--- src/rtl/id_ex_pipe_pkg.sv ---
// Shared control-code definitions for the rv32 decoder and the ID/EX pipeline register.
// Codes exist both as `defines (decoder-compatible) and as package localparams.
`ifndef ID_EX_PIPE_DEFINES
`define ID_EX_PIPE_DEFINES
`define NPC_PC4  2'b00
`define NPC_BEQ  2'b01
`define NPC_JAL  2'b10
`define NPC_JALR 2'b11
`define WB_ALU   2'b00
`define WB_DRAM  2'b01
`define WB_PC4   2'b10
`define WB_EXT   2'b11
`define ALU_ADD  3'b000
`define ALU_SUB  3'b001
`define ALU_AND  3'b010
`define ALU_OR   3'b011
`define ALU_XOR  3'b100
`define ALU_SLL  3'b101
`define ALU_SRL  3'b110
`define ALU_SRA  3'b111
`define EXT_I    3'b000
`define EXT_S    3'b001
`define EXT_B    3'b010
`define EXT_U    3'b011
`define EXT_J    3'b100
`endif

package id_ex_pipe_pkg;
  localparam logic [1:0] NPC_PC4  = `NPC_PC4;
  localparam logic [1:0] NPC_BEQ  = `NPC_BEQ;
  localparam logic [1:0] NPC_JAL  = `NPC_JAL;
  localparam logic [1:0] NPC_JALR = `NPC_JALR;
  localparam logic [1:0] WB_ALU   = `WB_ALU;
  localparam logic [1:0] WB_DRAM  = `WB_DRAM;
  localparam logic [1:0] WB_PC4   = `WB_PC4;
  localparam logic [1:0] WB_EXT   = `WB_EXT;
  localparam logic [2:0] ALU_ADD  = `ALU_ADD;
  localparam logic [2:0] ALU_SUB  = `ALU_SUB;
  localparam logic [2:0] EXT_I    = `EXT_I;
  localparam logic [2:0] EXT_S    = `EXT_S;
  localparam logic [2:0] EXT_J    = `EXT_J;
endpackage

--- src/rtl/id_ex_pipe_hazard_detect.sv ---
// Load-use hazard detection between the ID instruction and a load sitting in EX.
// Purely combinational; a redirect flush suppresses the stall.
module id_ex_pipe_hazard_detect
  import id_ex_pipe_pkg::*;
#(
  parameter int unsigned REG_AW = 5
) (
  input  logic              ex_valid,
  input  logic              ex_rf_we,
  input  logic [1:0]        ex_rf_wsel,
  input  logic [REG_AW-1:0] ex_rd,
  input  logic              id_valid,
  input  logic [REG_AW-1:0] id_rs1,
  input  logic [REG_AW-1:0] id_rs2,
  input  logic              id_rs1_used,
  input  logic              id_rs2_used,
  input  logic              ex_flush,
  output logic              load_use,
  output logic              stall_if_id
);

  logic ex_is_load;
  logic rs_match;

  always_comb begin
    ex_is_load  = ex_valid & ex_rf_we & (ex_rf_wsel == WB_DRAM) & (ex_rd != '0);
    rs_match    = (id_rs1_used & (id_rs1 == ex_rd)) | (id_rs2_used & (id_rs2 == ex_rd));
    load_use    = ex_is_load & id_valid & rs_match;
    stall_if_id = load_use & ~ex_flush;
  end

endmodule

--- src/rtl/id_ex_pipe.sv ---
// ID->EX pipeline register with load-use bubble insertion and EX redirect flush.
// Optional saturating stall/flush counters under ID_EX_PERF_CNT_EN.
module id_ex_pipe
  import id_ex_pipe_pkg::*;
#(
  parameter int unsigned XLEN   = 32,
  parameter int unsigned REG_AW = 5
`ifdef ID_EX_PERF_CNT_EN
  ,
  parameter int unsigned CNT_W  = 32
`endif
) (
  input  logic              clk,
  input  logic              rst_n,
  input  logic              id_valid,
  input  logic [1:0]        id_npc_op,
  input  logic [1:0]        id_rf_wsel,
  input  logic              id_rf_we,
  input  logic [2:0]        id_ext_op,
  input  logic [2:0]        id_alu_op,
  input  logic              id_alub_sel,
  input  logic              id_ram_we,
  input  logic [XLEN-1:0]   id_pc,
  input  logic [XLEN-1:0]   id_pc4,
  input  logic [XLEN-1:0]   id_rd1,
  input  logic [XLEN-1:0]   id_rd2,
  input  logic [XLEN-1:0]   id_ext,
  input  logic [REG_AW-1:0] id_rs1,
  input  logic [REG_AW-1:0] id_rs2,
  input  logic [REG_AW-1:0] id_rd,
  input  logic              id_rs1_used,
  input  logic              id_rs2_used,
  input  logic              ex_flush,
  output logic              ex_valid,
  output logic [1:0]        ex_npc_op,
  output logic [1:0]        ex_rf_wsel,
  output logic              ex_rf_we,
  output logic [2:0]        ex_ext_op,
  output logic [2:0]        ex_alu_op,
  output logic              ex_alub_sel,
  output logic              ex_ram_we,
  output logic [XLEN-1:0]   ex_pc,
  output logic [XLEN-1:0]   ex_pc4,
  output logic [XLEN-1:0]   ex_rd1,
  output logic [XLEN-1:0]   ex_rd2,
  output logic [XLEN-1:0]   ex_ext,
  output logic [REG_AW-1:0] ex_rs1,
  output logic [REG_AW-1:0] ex_rs2,
  output logic [REG_AW-1:0] ex_rd,
`ifdef ID_EX_PERF_CNT_EN
  output logic [CNT_W-1:0]  perf_stall_cnt,
  output logic [CNT_W-1:0]  perf_flush_cnt,
`endif
  output logic              stall_if_id,
  output logic              flush_if_id
);

  logic load_use;
  logic bubble;

  id_ex_pipe_hazard_detect #(.REG_AW(REG_AW)) u_hazard_detect (
    .ex_valid    (ex_valid),
    .ex_rf_we    (ex_rf_we),
    .ex_rf_wsel  (ex_rf_wsel),
    .ex_rd       (ex_rd),
    .id_valid    (id_valid),
    .id_rs1      (id_rs1),
    .id_rs2      (id_rs2),
    .id_rs1_used (id_rs1_used),
    .id_rs2_used (id_rs2_used),
    .ex_flush    (ex_flush),
    .load_use    (load_use),
    .stall_if_id (stall_if_id)
  );

  assign flush_if_id = ex_flush;
  // Flush, load-use and an empty ID slot all collapse to the same bubble.
  assign bubble      = ex_flush | load_use | ~id_valid;

  // Bubbles only clear the side-effect fields; data fields keep their old value.
  always_ff @(posedge clk or negedge rst_n) begin
    if (!rst_n) begin
      ex_valid    <= 1'b0;
      ex_npc_op   <= NPC_PC4;
      ex_rf_wsel  <= WB_ALU;
      ex_rf_we    <= 1'b0;
      ex_ext_op   <= '0;
      ex_alu_op   <= '0;
      ex_alub_sel <= 1'b0;
      ex_ram_we   <= 1'b0;
      ex_pc       <= '0;
      ex_pc4      <= '0;
      ex_rd1      <= '0;
      ex_rd2      <= '0;
      ex_ext      <= '0;
      ex_rs1      <= '0;
      ex_rs2      <= '0;
      ex_rd       <= '0;
    end else if (bubble) begin
      ex_valid    <= 1'b0;
      ex_rf_we    <= 1'b0;
      ex_ram_we   <= 1'b0;
      ex_npc_op   <= NPC_PC4;
    end else begin
      ex_valid    <= 1'b1;
      ex_npc_op   <= id_npc_op;
      ex_rf_wsel  <= id_rf_wsel;
      ex_rf_we    <= id_rf_we;
      ex_ext_op   <= id_ext_op;
      ex_alu_op   <= id_alu_op;
      ex_alub_sel <= id_alub_sel;
      ex_ram_we   <= id_ram_we;
      ex_pc       <= id_pc;
      ex_pc4      <= id_pc4;
      ex_rd1      <= id_rd1;
      ex_rd2      <= id_rd2;
      ex_ext      <= id_ext;
      ex_rs1      <= id_rs1;
      ex_rs2      <= id_rs2;
      ex_rd       <= id_rd;
    end
  end

`ifdef ID_EX_PERF_CNT_EN
  // Saturating event counters.
  always_ff @(posedge clk or negedge rst_n) begin
    if (!rst_n) begin
      perf_stall_cnt <= '0;
      perf_flush_cnt <= '0;
    end else begin
      if (stall_if_id && (perf_stall_cnt != '1)) perf_stall_cnt <= perf_stall_cnt + CNT_W'(1);
      if (ex_flush && (perf_flush_cnt != '1))    perf_flush_cnt <= perf_flush_cnt + CNT_W'(1);
    end
  end
`endif

endmodule

--- config.mk ---
export PLATFORM = sky130hd
export DESIGN_NAME = id_ex_pipe
export DESIGN_NICKNAME = d
export VERILOG_FILES = /design/src/rtl/id_ex_pipe_pkg.sv /design/src/rtl/id_ex_pipe_hazard_detect.sv /design/src/rtl/id_ex_pipe.sv
export SDC_FILE = /design/constraint.sdc
export NUM_CORES = 1
export LEC_CHECK = 0
export CORE_AREA = 2 2 151 153
export CTS_BUF_LIST = sky130_fd_sc_hd__clkbuf_16
export CTS_CLUSTER_DIAMETER = 60
export DETAILED_ROUTE_END_ITERATION = 12
export DIE_AREA = 0 0 153 155
export PLACE_DENSITY = 0.68
export SLEW_MARGIN = 20
export SYNTH_ARGS = -nofsm -noshare
export SYNTH_HDL_FRONTEND = slang
export SYNTH_SLANG_ARGS = --single-unit
--- constraint.sdc ---
create_clock -name clk -period 2.9 [get_ports clk]
set_input_delay 0.58 -clock clk [delete_from_list [all_inputs] [get_ports clk]]
set_output_delay 0.58 -clock clk [all_outputs]
set_load 0.005 [all_outputs]
==> metrics.txt <==
# TYPE chip_impl_metric gauge
chip_impl_metric{name="route.vias.total",unit=""} 5097
chip_impl_metric{name="timing_hold_violations_final",unit=""} 0
chip_impl_metric{name="placed_cells_incl_taps",unit=""} 1103
chip_impl_info{name="critical_path.startpoint_type",value="input port"} 1
chip_impl_metric{name="grt_remaining_overflow",unit=""} 0
chip_impl_metric{name="avgRoutedWirePerCell",unit="um"} 19.2
chip_impl_metric{name="required",unit="ps"} 2320
chip_impl_metric{name="fmax",unit="GHz"} 0.365
chip_impl_metric{name="cp_num_cells",unit=""} 7
chip_impl_metric{name="post_route_cells_drive_above_1_share",unit=""} 0.295
chip_impl_metric{name="standard_cell_area_after_detailed_placement",unit="mm2"} 0.0121
chip_impl_metric{name="worst_tran_pin_value",unit="ps"} 595
chip_impl_metric{name="gp_routability_congestion",unit=""} 0.823
chip_impl_metric{name="n_fill_cell",unit=""} 1749
chip_impl_metric{name="ys_types",unit=""} 23
chip_impl_metric{name="syn_avg_cell_area",unit="um2"} 18.2
chip_impl_metric{name="synth_seq_cells",unit=""} 189
chip_impl_metric{name="multiInputGateArea",unit="mm2"} 0.00277
chip_impl_metric{name="finalHoldWorstSlack",unit="ps"} 168
chip_impl_metric{name="synth.yosys.warnings",unit=""} 0
chip_impl_metric{name="grtUsageMet3",unit=""} 0.0649
chip_impl_info{name="critPathKind",value="input port to output port"} 1
chip_impl_metric{name="rows",unit=""} 55
chip_impl_metric{name="ant_nets",unit=""} 0
chip_impl_metric{name="fin_nets",unit=""} 1031
chip_impl_metric{name="total_chip_power",unit="mW"} 7.40
chip_impl_metric{name="instances_no_fill",unit=""} 1135
chip_impl_metric{name="netlist_area",unit="mm2"} 0.00769
chip_impl_info{name="path_cells",value="clkdlybuf4s50_1 -> xor2_1 -> nor4_2 -> buf_4 -> a32oi_1 -> nor3_2 -> dlygate4sd2_1"} 1
chip_impl_metric{name="antenna_cells",unit=""} 0
chip_impl_metric{name="setup_viol",unit=""} 0
chip_impl_metric{name="ir_worst_vdd",unit="uV"} 286
chip_impl_metric{name="p_per_area",unit="mW/mm2"} 585
chip_impl_metric{name="seqCellArea",unit="mm2"} 0.00473
chip_impl_metric{name="synth_seq_area_share",unit=""} 0.615
chip_impl_info{name="critical-path-top-delay-family",value="buffers and inverters"} 1
chip_impl_metric{name="timing.reg2reg.worst_path_depth",unit=""} 9
chip_impl_metric{name="dr.first_iter.drc_count",unit=""} 170
chip_impl_metric{name="p_leak",unit="nW"} 5.68
chip_impl_metric{name="post-place-ws",unit="ps"} -316
chip_impl_metric{name="wl",unit="um"} 21800
chip_impl_metric{name="max_root_sink_buffers",unit=""} 2
chip_impl_metric{name="route.detailed.vias_per_inst",unit=""} 4.49
chip_impl_info{name="grt_setup_unrepaired",value="false"} 1
chip_impl_info{name="min-delay-path-class",value="input port to asynchronous set/reset pin"} 1
chip_impl_info{name="outcome",value="finished clean"} 1
chip_impl_info{name="tritoncts_clock_tree",value="built"} 1
chip_impl_metric{name="timing.final.max_slew_violations",unit=""} 0
chip_impl_metric{name="timing.final.ws_setup",unit="ps"} 161
chip_impl_metric{name="maxCapViolCount",unit=""} 0
chip_impl_metric{name="critical_path.max_stage_delay",unit="ps"} 440
chip_impl_metric{name="met2_usage",unit=""} 0.320
chip_impl_metric{name="first_global_vias",unit=""} 5778
chip_impl_metric{name="total_drc_errors_in_the_routed_layout",unit=""} 0
chip_impl_metric{name="num_io_pins",unit=""} 385
chip_impl_metric{name="first_pass_iters",unit=""} 4
chip_impl_metric{name="die-width",unit="um"} 153
chip_impl_metric{name="pin_count_of_the_biggest_net_entering_global_routing",unit=""} 72
chip_impl_metric{name="final_design_area_no_fill",unit="mm2"} 0.0127
chip_impl_info{name="cts-root-buf",value="clkbuf_16"} 1
chip_impl_metric{name="finClkSkew",unit="ps"} 17.7
chip_impl_info{name="critPathCaptureType",value="output port"} 1
chip_impl_metric{name="cts_max_level",unit=""} 4
chip_impl_metric{name="cts.clk_slew.worst_paths",unit="ps"} 70
chip_impl_info{name="busiest_layer",value="met2"} 1
chip_impl_metric{name="grt_antenna_before_repair",unit=""} 1
chip_impl_metric{name="first_pass_grt_wire_length",unit="um"} 34000
chip_impl_metric{name="util_after_layout",unit=""} 0.570
chip_impl_metric{name="critPathMaxFanout",unit=""} 2
chip_impl_metric{name="gr-usage-met1",unit=""} 0.213
chip_impl_metric{name="grt_use_total",unit=""} 0.185
chip_impl_metric{name="numCtsBuffers",unit=""} 17
chip_impl_metric{name="syn_nets",unit=""} 617
chip_impl_metric{name="area_growth",unit="%"} 64.6
chip_impl_metric{name="cts_sinks",unit=""} 189
chip_impl_metric{name="cts.repair_timing.setup_buffer_count",unit=""} 0
chip_impl_metric{name="floorplan.initialDensity",unit=""} 0.346
chip_impl_metric{name="fp.dieArea",unit="mm2"} 0.0237
chip_impl_metric{name="area_inside_the_core_boundary",unit="mm2"} 0.0222
chip_impl_metric{name="buffer_ports.inserted",unit=""} 384
chip_impl_info{name="critical-path-slowest-cell",value="clkdlybuf4s50_1"} 1
chip_impl_metric{name="synthesis.instances",unit=""} 423
chip_impl_metric{name="finalCritPeriodShare",unit=""} 0.945
chip_impl_metric{name="worst-endpoint-arrival",unit="ps"} 2160
chip_impl_metric{name="maxSlewHeadroom",unit=""} 0.603
chip_impl_metric{name="min_period",unit="ps"} 2740
chip_impl_metric{name="detailedPlacementHpwl",unit="um"} 16800
chip_impl_metric{name="clock_latency",unit="ps"} 430
chip_impl_metric{name="timing.setup.tns",unit="ps"} 0
chip_impl_metric{name="die_height",unit="um"} 155
chip_impl_metric{name="path_buf_inv",unit=""} 3
## cell usage in the layout (no fill, tap or decap), types with 4 or more instances in the layout
cell / n
inv_6: 4
mux2_2: 53
buf_12: 13
clkinv_4: 4
clkbuf_16: 17
xor2_1: 8
buf_4: 19
dfrtp_1: 189
inv_8: 4
mux2_4: 130
clkdlybuf4s50_1: 382
and2_1: 4
## power by group
| group | total (mW) | internal [mW] | switching (mW) |
|---|---|---|---|
| Sequential | 3.26 | 3.02 | 0.241 |
| Clock | 2.22 | 1.13 | 1.09 |
| Combinational | 1.92 | 1.39 | 0.532 |
| Total | 7.40 | 5.54 | 1.86 |
## synth_stat cells
cell / instances / share of area
nand4_1: 1 / 0.00081
mux2_4: 130 / 0.25
nor2_1: 2 / 0.00098
and2_0: 1 / 0.00081
xor2_1: 8 / 0.0091
buf_6: 15 / 0.022
o21ai_4: 1 / 0.0021
nand2_1: 1 / 0.00049
mux2_2: 53 / 0.078
and2_1: 4 / 0.0033
or4_1: 1 / 0.00098
nor4_1: 2 / 0.0016
inv_2: 1 / 0.00049
buf_4: 1 / 0.00098
xnor2_1: 2 / 0.0023
buf_2: 5 / 0.0033
o21ai_2: 1 / 0.0011
nor2b_1: 1 / 0.00081
dfrtp_1: 189 / 0.61
o22ai_1: 1 / 0.00081
nor3_1: 1 / 0.00065
a32oi_1: 1 / 0.0011
inv_1: 1 / 0.00049
## final timing paths
| path | start | endpoint | slack (ps) |
|---|---|---|---|
| setup / recovery | id_rs2[2] | stall_if_id | 160 |
| hold / removal | rst_n | ex_pc[12] | 170 |
| setup reg to reg | ex_rd[2] | ex_rs2[0] | 460 |
| hold reg to reg | ex_pc[25] | ex_pc[25] | 510 |
| max in group asynchronous | rst_n | ex_ext[0] | 2000 |
| min in group clk | ex_pc[25] | ex_pc[25] | 510 |
## what timing repair did
action / in CTS / in global routing
hold buffers: 0 / 0
setup endpoints to repair: 1 / 1
pin swaps: 2 / 1
resized for setup: 2 / 1
## cells by family (layout without fill, tap and decap cells)
logic type / after synthesis / count (layout) / synth area share
DFF: 189 / 189 / 0.615
muxes: 183 / 183 / 0.331
buffers and inverters: 23 / 450 / 0.0272
and+or+nand+nor: 14 / 14 / 0.0104
xor gates and xnor gates: 10 / 10 / 0.0114
AOI/OAI and AO/OA: 4 / 4 / 0.00520
## layout make-up
type / instances / area share
Clock buffer: 17 / 0.0336
Clock inverter: 15 / 0.0101
Inverter: 2 / 0.000593
Multi-Input combinational cell: 211 / 0.219
Sequential cell: 189 / 0.373
Tap cell: 285 / 0.0282
Timing Repair Buffer: 416 / 0.336
## state kept, by name, indices dropped and copies added (netlist names)
register     cells
ex_valid         1
ex_ram_we        1
ex_npc_op        2
ex_alu_op        3
ex_rd2          32
ex_rd1          32
ex_pc4          32
ex_rs2           5
ex_rs1           5
ex_rd            5
ex_rf_we         1
ex_rf_wsel       2
ex_ext_op        3
ex_ext          32
ex_pc           32
ex_alub_sel      1
## routing by layer
layer  vias to the layer above  routed length, um
met1                      2529               8420
met5                         -                  0
met3                        25               1720
li1                       2299                  -
met4                         0                480
met2                       244              11200
Note: power is estimated with default switching activity, not from simulation.
